===== src/rtl/washer_input_cond.sv =====
// ---------------------------------------------------------------------------
// washer_input_cond
//
// Input conditioning stage sitting in front of the washer controller.
// Raw front-panel buttons and the door switch are synchronised into the clk
// domain and debounced. Button presses become single-cycle pulses. The raw
// water level is turned into hysteretic full/empty flags. A fill watchdog
// flags a fault when filling takes too long. Every controller-facing output
// is registered.
//
// Ports:
//   clk         in   single clock
//   rstn        in   asynchronous active-low reset
//   start_btn   in   raw start button (async, active high)
//   cancel_btn  in   raw cancel button (async, active high)
//   door_sw     in   raw door switch (async, 1 = open)
//   level       in   unsigned water level, synchronous to clk
//   water_fill  in   fill valve command fed back from the controller
//   start       out  one-cycle pulse per debounced start press
//   cancel      out  one-cycle pulse per debounced cancel press
//   door_open   out  debounced door level
//   water_full  out  hysteretic full flag
//   drained     out  hysteretic empty flag
//   fill_fault  out  fill watchdog expired, sticky while water_fill is high
// ---------------------------------------------------------------------------
module washer_input_cond #(
  parameter int DEB_CYCLES   = 4,
  parameter int LEVEL_W      = 8,
  parameter int FULL_LEVEL   = 200,
  parameter int EMPTY_LEVEL  = 10,
  parameter int HYST         = 8,
  parameter int FILL_TIMEOUT = 1000
) (
  input  logic               clk,
  input  logic               rstn,
  input  logic               start_btn,
  input  logic               cancel_btn,
  input  logic               door_sw,
  input  logic [LEVEL_W-1:0] level,
  input  logic               water_fill,
  output logic               start,
  output logic               cancel,
  output logic               door_open,
  output logic               water_full,
  output logic               drained,
  output logic               fill_fault
);

  // Channel indices into the shared debounce vectors.
  localparam int CH_START  = 0;
  localparam int CH_CANCEL = 1;
  localparam int CH_DOOR   = 2;
  localparam int NUM_CH    = 3;

  // Debounce counter sizing. The counter only ever holds 0..DEB_CYCLES-1
  // because it clears on the cycle it would reach DEB_CYCLES, so comparing
  // against DEB_CYCLES-1 avoids any overflow at the top of the range.
  localparam int            CW       = $clog2(DEB_CYCLES + 1);
  localparam logic [CW-1:0] CNT_LAST = CW'(DEB_CYCLES - 1);

  // Level thresholds sized to the level bus so all compares are unsigned.
  localparam logic [LEVEL_W-1:0] FULL_SET  = LEVEL_W'(FULL_LEVEL);
  localparam logic [LEVEL_W-1:0] FULL_CLR  = LEVEL_W'(FULL_LEVEL - HYST);
  localparam logic [LEVEL_W-1:0] EMPTY_SET = LEVEL_W'(EMPTY_LEVEL);
  localparam logic [LEVEL_W-1:0] EMPTY_CLR = LEVEL_W'(EMPTY_LEVEL + HYST);

  // Watchdog counter saturates at FILL_TIMEOUT.
  localparam int              WD_W    = $clog2(FILL_TIMEOUT + 1);
  localparam logic [WD_W-1:0] WD_MAX  = WD_W'(FILL_TIMEOUT);
  localparam logic [WD_W-1:0] WD_LAST = WD_W'(FILL_TIMEOUT - 1);

  logic [NUM_CH-1:0]         raw_in;
  logic [NUM_CH-1:0]         sync_a;
  logic [NUM_CH-1:0]         sync_b;
  logic [NUM_CH-1:0]         deb;
  logic [NUM_CH-1:0][CW-1:0] deb_cnt;

  logic                      start_deb_d;
  logic                      cancel_deb_d;

  logic [WD_W-1:0]           wd_cnt;

  assign raw_in[CH_START]  = start_btn;
  assign raw_in[CH_CANCEL] = cancel_btn;
  assign raw_in[CH_DOOR]   = door_sw;

  // Two-flop synchronisers for the asynchronous front-panel inputs.
  always_ff @(posedge clk or negedge rstn) begin
    if (!rstn) begin
      sync_a <= '0;
      sync_b <= '0;
    end else begin
      sync_a <= raw_in;
      sync_b <= sync_a;
    end
  end

  // Debounce: a channel only changes once its synchronised value has
  // disagreed with the debounced value for DEB_CYCLES consecutive cycles.
  // Any cycle of agreement restarts the count, which rejects short glitches.
  always_ff @(posedge clk or negedge rstn) begin
    if (!rstn) begin
      deb     <= '0;
      deb_cnt <= '0;
    end else begin
      for (int i = 0; i < NUM_CH; i++) begin
        if (sync_b[i] == deb[i]) begin
          deb_cnt[i] <= '0;
        end else if (deb_cnt[i] == CNT_LAST) begin
          deb[i]     <= sync_b[i];
          deb_cnt[i] <= '0;
        end else begin
          deb_cnt[i] <= deb_cnt[i] + 1'b1;
        end
      end
    end
  end

  // Rising-edge detection on the debounced buttons gives one pulse per press;
  // holding or releasing a button never produces a further pulse.
  always_ff @(posedge clk or negedge rstn) begin
    if (!rstn) begin
      start_deb_d  <= 1'b0;
      cancel_deb_d <= 1'b0;
      start        <= 1'b0;
      cancel       <= 1'b0;
      door_open    <= 1'b0;
    end else begin
      start_deb_d  <= deb[CH_START];
      cancel_deb_d <= deb[CH_CANCEL];
      start        <= deb[CH_START] & ~start_deb_d;
      cancel       <= deb[CH_CANCEL] & ~cancel_deb_d;
      door_open    <= deb[CH_DOOR];
    end
  end

  // Hysteretic level flags. Between the set and clear thresholds the flag
  // holds, so level noise around a threshold cannot make it chatter.
  always_ff @(posedge clk or negedge rstn) begin
    if (!rstn) begin
      water_full <= 1'b0;
      drained    <= 1'b0;
    end else begin
      if (level >= FULL_SET) begin
        water_full <= 1'b1;
      end else if (level < FULL_CLR) begin
        water_full <= 1'b0;
      end

      if (level <= EMPTY_SET) begin
        drained <= 1'b1;
      end else if (level > EMPTY_CLR) begin
        drained <= 1'b0;
      end
    end
  end

  // Fill watchdog. The fault is raised on the same edge the counter reaches
  // FILL_TIMEOUT and only drops once the valve command goes low; reaching
  // full merely stops the count and leaves an existing fault in place.
  always_ff @(posedge clk or negedge rstn) begin
    if (!rstn) begin
      wd_cnt     <= '0;
      fill_fault <= 1'b0;
    end else if (!water_fill) begin
      wd_cnt     <= '0;
      fill_fault <= 1'b0;
    end else if (water_full) begin
      wd_cnt <= '0;
    end else if (wd_cnt != WD_MAX) begin
      wd_cnt <= wd_cnt + 1'b1;
      if (wd_cnt == WD_LAST) begin
        fill_fault <= 1'b1;
      end
    end
  end

endmodule

===== config.mk =====
export PLATFORM = sky130hd
export DESIGN_NAME = washer_input_cond
export DESIGN_NICKNAME = d
export VERILOG_FILES = /design/src/rtl/washer_input_cond.sv
export SDC_FILE = /design/constraint.sdc
export NUM_CORES = 1
export LEC_CHECK = 0
export ABC_AREA = 1
export BUFFER_PORTS_ARGS = -buffer_cell sky130_fd_sc_hd__buf_2
export CORE_AREA = 2 2 55 57
export DETAILED_ROUTE_END_ITERATION = 7
export DIE_AREA = 0 0 57 59
export PLACE_DENSITY = 0.79
export REMOVE_ABC_BUFFERS = 1
export SYNTH_ARGS = -nofsm -noshare
export SYNTH_HDL_FRONTEND = slang
export SYNTH_SLANG_ARGS = --single-unit

===== constraint.sdc =====
create_clock -name clk -period 2.4 [get_ports clk]
set_clock_uncertainty 0.2 [all_clocks]
set_input_delay 0.24 -clock clk [delete_from_list [all_inputs] [get_ports clk]]
set_output_delay 0.24 -clock clk [all_outputs]
set_load 0.02 [all_outputs]

### Word-level counts from Yosys, hierarchy flattened

Cells that the tools add are included.

| storage, ports and cells | value |
|---|---|
| bits in registers | 36 |
| input port bits | 14 |
| word-level logic and storage cells | 67 |

| operators by class | value |
|---|---|
| equality and inequality tests | 12 |
| muxes and demuxes | 17 |
| add/subtract/negate cells | 4 |
| reductions and logical operators | 6 |
| magnitude comparators | 4 |
| bitwise gates (word level) | 7 |

Operators with widths:

| kind | count |
|---|---|
| 10-bit two-way mux | 3 |
| 3-bit two-way mux | 6 |
| 10-bit by 1-bit adder with 10-bit output, second input constant | 1 |
| 10-bit equality test, second input constant | 1 |
| 10-bit != test, second input constant | 1 |
| 3-bit by 1-bit adder with 3-bit output, second input constant | 3 |
| 3-bit by 2-bit equality test with 1-bit output, second input constant | 3 |
| 8-bit >= comparator, second input constant | 1 |
| 8-bit by 5-bit > comparator with 1-bit output, second input constant | 1 |
| 8-bit by 4-bit less-or-equal comparator with 1-bit output, second input constant | 1 |
| 8-bit < comparator, second input constant | 1 |
| 1-bit two-way mux | 8 |
| 2-bit AND reduction | 3 |
| 1-bit NOT | 5 |
| 2-bit by 1-bit != test with 1-bit output, second input constant | 2 |
| 2-bit nonzero test | 2 |
| 1-bit equality test | 3 |
| 3-bit by 1-bit != test with 1-bit output, second input constant | 1 |
| 3-bit AND reduction | 1 |
| 1-bit AND | 2 |
| 2-bit != test, second input constant | 1 |

### Logic depth before layout (Yosys ltp)

| depth | value |
|---|---|
| depth after elaboration | 5 |
| mapped depth | 7 |
| mapped depth without buffers | 7 |

### Worst setup path after synthesis

No wires, ideal clock.

| timing | value |
|---|---|
| path type | register to register |
| start point | register wd_cnt[0] |
| end point | register wd_cnt[0] |
| cell stages (with the launch flop) | 7 |
| arrival | 1063 ps |
| path buffers | 0 |
| required time | 2135 ps |
| slack | 1071 ps |
| setup time | 65 ps |
| period minus slack after synthesis | 1329 ps |
| cell sequence | dfrtp_1 > inv_1 > ha_1 > nand2_1 > nor3_1 > nand3_1 > nand2_1 |

| on the way | value |
|---|---|
| longest elaborated chain between the ends | 4 |
| elaborated cells between the ends (all ways) | 6 |

RTL lines:

| what | line | text |
|---|---|---|
| start: declaration | 81 | `logic [WD_W-1:0] wd_cnt;` |
| start signal: assignment | 171 | `wd_cnt <= wd_cnt + 1'b1;` |
| 10-bit by 1-bit adder with 10-bit output | 171 |  |
| 10-bit two-way mux | 170 | `end else if (wd_cnt != WD_MAX) begin` |
| 10-bit two-way mux | 168 | `end else if (water_full) begin` |
| 10-bit two-way mux | 165 | `end else if (!water_fill) begin` |

Several ways; a longest one is shown, not always the timed one. The select of a mux whose other input is x is not followed.
A chain may end at the register's enable or synchronous reset.

### Worst setup path after layout

| timing | value |
|---|---|
| start point | input port level[7] |
| end point | register water_full |

| on the way | value |
|---|---|
| longest elaborated chain between the ends | 2 |
| elaborated cells between the ends (all ways) | 4 |

RTL lines:

| what | line | text |
|---|---|---|
| start: declaration | 39 | `input logic [LEVEL_W-1:0] level,` |
| 8-bit >= comparator / 8-bit < comparator (equally long branches) | 144, 146 |  |
| 1-bit two-way mux / 2-bit nonzero test (equally long branches) | -- |  |
| end signal: assignment | 141 | `water_full <= 1'b0;` |
| end signal: assignment | 145 | `water_full <= 1'b1;` |
| end signal: assignment | 147 | `water_full <= 1'b0;` |
| end: declaration | 44 | `output logic water_full,` |

Several ways; a longest one is shown, not always the timed one.

==> impl_metrics.csv <==
group,metric,value,unit
detailed_routing,drc,0,
synth,yosys.cell_count.top_type,"dfrtp_1",
critical_path,cp_top_family,"buffers and inverters",
run_status,status,"finished, final reports clean",
global_routing,grt_pass1_vias,1259,
clock_network,clock_sinks,36,
run,maxCapViolCount,0,
sta,finalSetupViolCount,0,
global_routing,grt_max_degree,37,
placement,dp_hpwl,2.05,mm
clock_network,cts_inserted_buffers,5,
clock_network,ctsLongestPathBuffers,2,
critical_path,path_max_fanout,2,
global_routing,antenna_found_initial,0,
critical_path,crit_path_start,"level[7]",
floorplan,die_h,59,um
detailed_routing,wl_per_cell,11.7,um
synth,synth_largest_area_cell,"dfrtp_1",
critical_path,cpPeakStageDelay,0.56,ns
finish,area_growth_syn_to_layout,20.9,%
hold_path,hp-class,"reg2reg",
pwr,cellPowerDensity,808,nW/um2
clock_network,insertion_delay,0.34,ns
detailed_routing,avgViaCountPerCell,4.98,
critical_path,critPathLaunchType,"primary input",
synth,synthTopCellsByArea,"dfrtp_1, nand2_1, inv_1, nor2_1, nand3_1",
critical_path,worstPathCellList,"dlygate4sd3_1 -> buf_2 -> nand2_1 -> dlygate4sd3_1 -> a31oi_1 -> dlygate4sd3_1",
sta,final-hold-violation-count,0,
synth,synth_area,1580,um2
hold_path,min_from,"sync_a[0]$_DFF_PN0_",
floorplan,coreArea,2710,um2
floorplan,dieArea,3360,um2
clock_network,clockRootBuffer,"clkbuf_4",
pwr,power,1.54,mW
detailed_routing,routed_wl,2.89,mm
sta,min_period_over_period,0.857,
placement,portBuffers,19,
finish,num-fill-cells,214,
clock_network,cts.clk_slew.worst_paths,0.10,ns
synth,synth_top_area_frac,0.572,
global_routing,grt_pass1_wl,5.08,mm
floorplan,start_util,0.581,
synth,syn_inst,178,
sta,drv_slew,0,
critical_path,worstPathArrival,2.14,ns
sta,fin_tns_setup,0,ns
synth,ys.flop_type,"dfrtp_1",
placement,dpl.cell_count,228,
synth,async_reset_ff_frac,1.00,
placement,dpl_cell_area,1710,um2
synth,synth_edf_count,0,
synth,synth_area_per_cell,8.85,um2
floorplan,rows,19,
pwr,peakVddDrop,0.000755,V
critical_path,path_buf_inv,4,
detailed_routing,antenna_left,0,
synth,seq_area_frac_synth,0.572,
sta,rsz0062_at_grt,"no",
clock_network,h-tree-depth,2,
synth,synth_warnings,0,
critical_path,slowest_stage,"dlygate4sd3_1",
sta,fmax,0.486,GHz
sta,slew_headroom,0.482,
sta,tightest_slew,0.778,ns
detailed_routing,drtPass1Iterations,4,
critical_path,crit_path_end_kind,"flip-flop",
synth,synth-seq-cells,36,
global_routing,track_usage,0.204,
critical_path,r2r_start,"drained$_DFFE_PN0P_",
finish,design_area,1900,um2
finish,drive_gt1_frac,0.163,
placement,gp_congestion,0.866,
synth,synth_commonest_cells,"dfrtp_1, nand2_1, inv_1, nor2_1, nand3_1",
synth,yosysUniqueCellTypes,19,
pwr,cellLeakagePower,0.975,nW
clock_network,cts_resized,0,
floorplan,chipWidth,57,um
sta,layout_min_cycle_time,2.06,ns
critical_path,cpMostUsedCell,"dlygate4sd3_1",
critical_path,crit_required,2.49,ns
critical_path,r2r_slack,0.81,ns
global_routing,overflow,0,
clock_network,post_cts_buffers,0,
clock_network,cts_tree,"done",
finish,layoutNonFillerInstCount,246,
finish,antennaDiodeCount,0,
detailed_routing,drt_iter0_markers,23,
critical_path,path_class,"in2reg",
floorplan,io_pins,20,
finish,fin_nets,233,
detailed_routing,vias,1226,
==> cells in the final DEF, fill, tap and decap left out <==
| cell type | instances |
|---|---|
| a21oi_1 | 6 |
| inv_1 | 30 |
| nor2_1 | 30 |
| nand4_1 | 1 |
| nor2_2 | 2 |
| buf_2 | 19 |
| dlygate4sd3_1 | 10 |
| xnor2_1 | 3 |
| nor2_4 | 1 |
| clkbuf_4 | 5 |
| nand2_2 | 2 |
| ha_1 | 5 |
| nand2_1 | 32 |
| nand3_2 | 1 |
| or2_2 | 1 |
| nor3b_1 | 2 |
| nor3_1 | 7 |
| nor3_2 | 1 |
| nand3_1 | 13 |
| o21ai_0 | 4 |
| a31oi_1 | 1 |
| bufinv_16 | 1 |
| clkbuf_8 | 2 |
| dfrtp_1 | 36 |
==> cell families (layout without fill, tap and decap cells) <==
group / count (synthesis) / count (layout) / share of synthesized area
AOI/OAI and AO/OA: 11 / 11 / 0.0357
and+or+nand+nor: 93 / 93 / 0.264
adders and majority gates: 5 / 5 / 0.0397
DFF: 36 / 36 / 0.572
xor gates and xnor gates: 3 / 3 / 0.0167
buffers and inverters: 30 / 67 / 0.0715
==> routing by layer <==
layer | part of all wire | routed length, um | track usage
met5 | 0 | 0 | 0
met3 | 0.054 | 155 | 0.0786
met1 | 0.40 | 1160 | 0.212
met4 | 0.018 | 51 | 0.0764
met2 | 0.53 | 1520 | 0.373
==> stage by stage <==
stage | hold WS [ns] | util | setup slack [ns]
final | 0.158 | 0.703 | 0.342
after CTS | 0.159 | 0.703 | 0.374
after global routing | 0.168 | 0.703 | 0.297
after floorplan | -0.256 | - | 1.07
after detailed placement | 0.136 | 0.631 | 0.917
after global placement | 0.131 | 0.631 | 1.03
==> area by class of cell <==
class,instances,area (um2),share of cell area
repair buffers,29,195,0.102
multi-input cells,112,562,0.295
flip-flops and latches,36,901,0.473
clock inverters,1,30.0,0.0158
well taps,31,38.8,0.0204
clock buffers,7,65.1,0.0342
inverters,30,113,0.0591
==> sequential cells by signal, summed over array words and instances (netlist names) <==
| signal | cells |
|---|---|
| water_full | 1 |
| sync_b | 3 |
| sync_a | 3 |
| start_deb_d | 1 |
| deb | 3 |
| cancel_deb_d | 1 |
| drained | 1 |
| cancel | 1 |
| deb_cnt | 9 |
| fill_fault | 1 |
| start | 1 |
| door_open | 1 |
| wd_cnt | 10 |
==> worst register-to-register path, stage by stage, from the launching register on <==
cell,delay (ns)
dfrtp_1,0.39
inv_1,0.08
nand2_1,0.05
o21ai_0,0.14
a21oi_1,0.08
dlygate4sd3_1,0.55
==> power breakdown <==
| part | total (mW) | leakage (nW) | switching (mW) | internal (mW) |
|---|---|---|---|---|
| clock | 0.474 | 0.0515 | 0.198 | 0.276 |
| sequential | 0.778 | 0.463 | 0.0577 | 0.720 |
| combinational | 0.286 | 0.460 | 0.168 | 0.119 |
==> path summary, 6_finish.rpt <==
check                                               to  cells after the start
worst max register to register     drained$_DFFE_PN0P_                      5
max in group asynchronous         deb_cnt[3]$_DFF_PN0_                      2
worst max-delay path            water_full$_DFFE_PN0P_                      6
worst min register to register     sync_b[0]$_DFF_PN0_                      0
min in group asynchronous         deb_cnt[6]$_DFF_PN0_                      2
worst min-delay path               sync_b[0]$_DFF_PN0_                      0
==> timing repair <==
| action | in CTS | in global routing |
|---|---|---|
| hold buffers | 10 | 0 |
| hold endpoints to repair | 44 | 0 |
| endpoints found under the setup margin | 0 | 0 |
No activity file was read; power rests on OpenSTA's default activity.
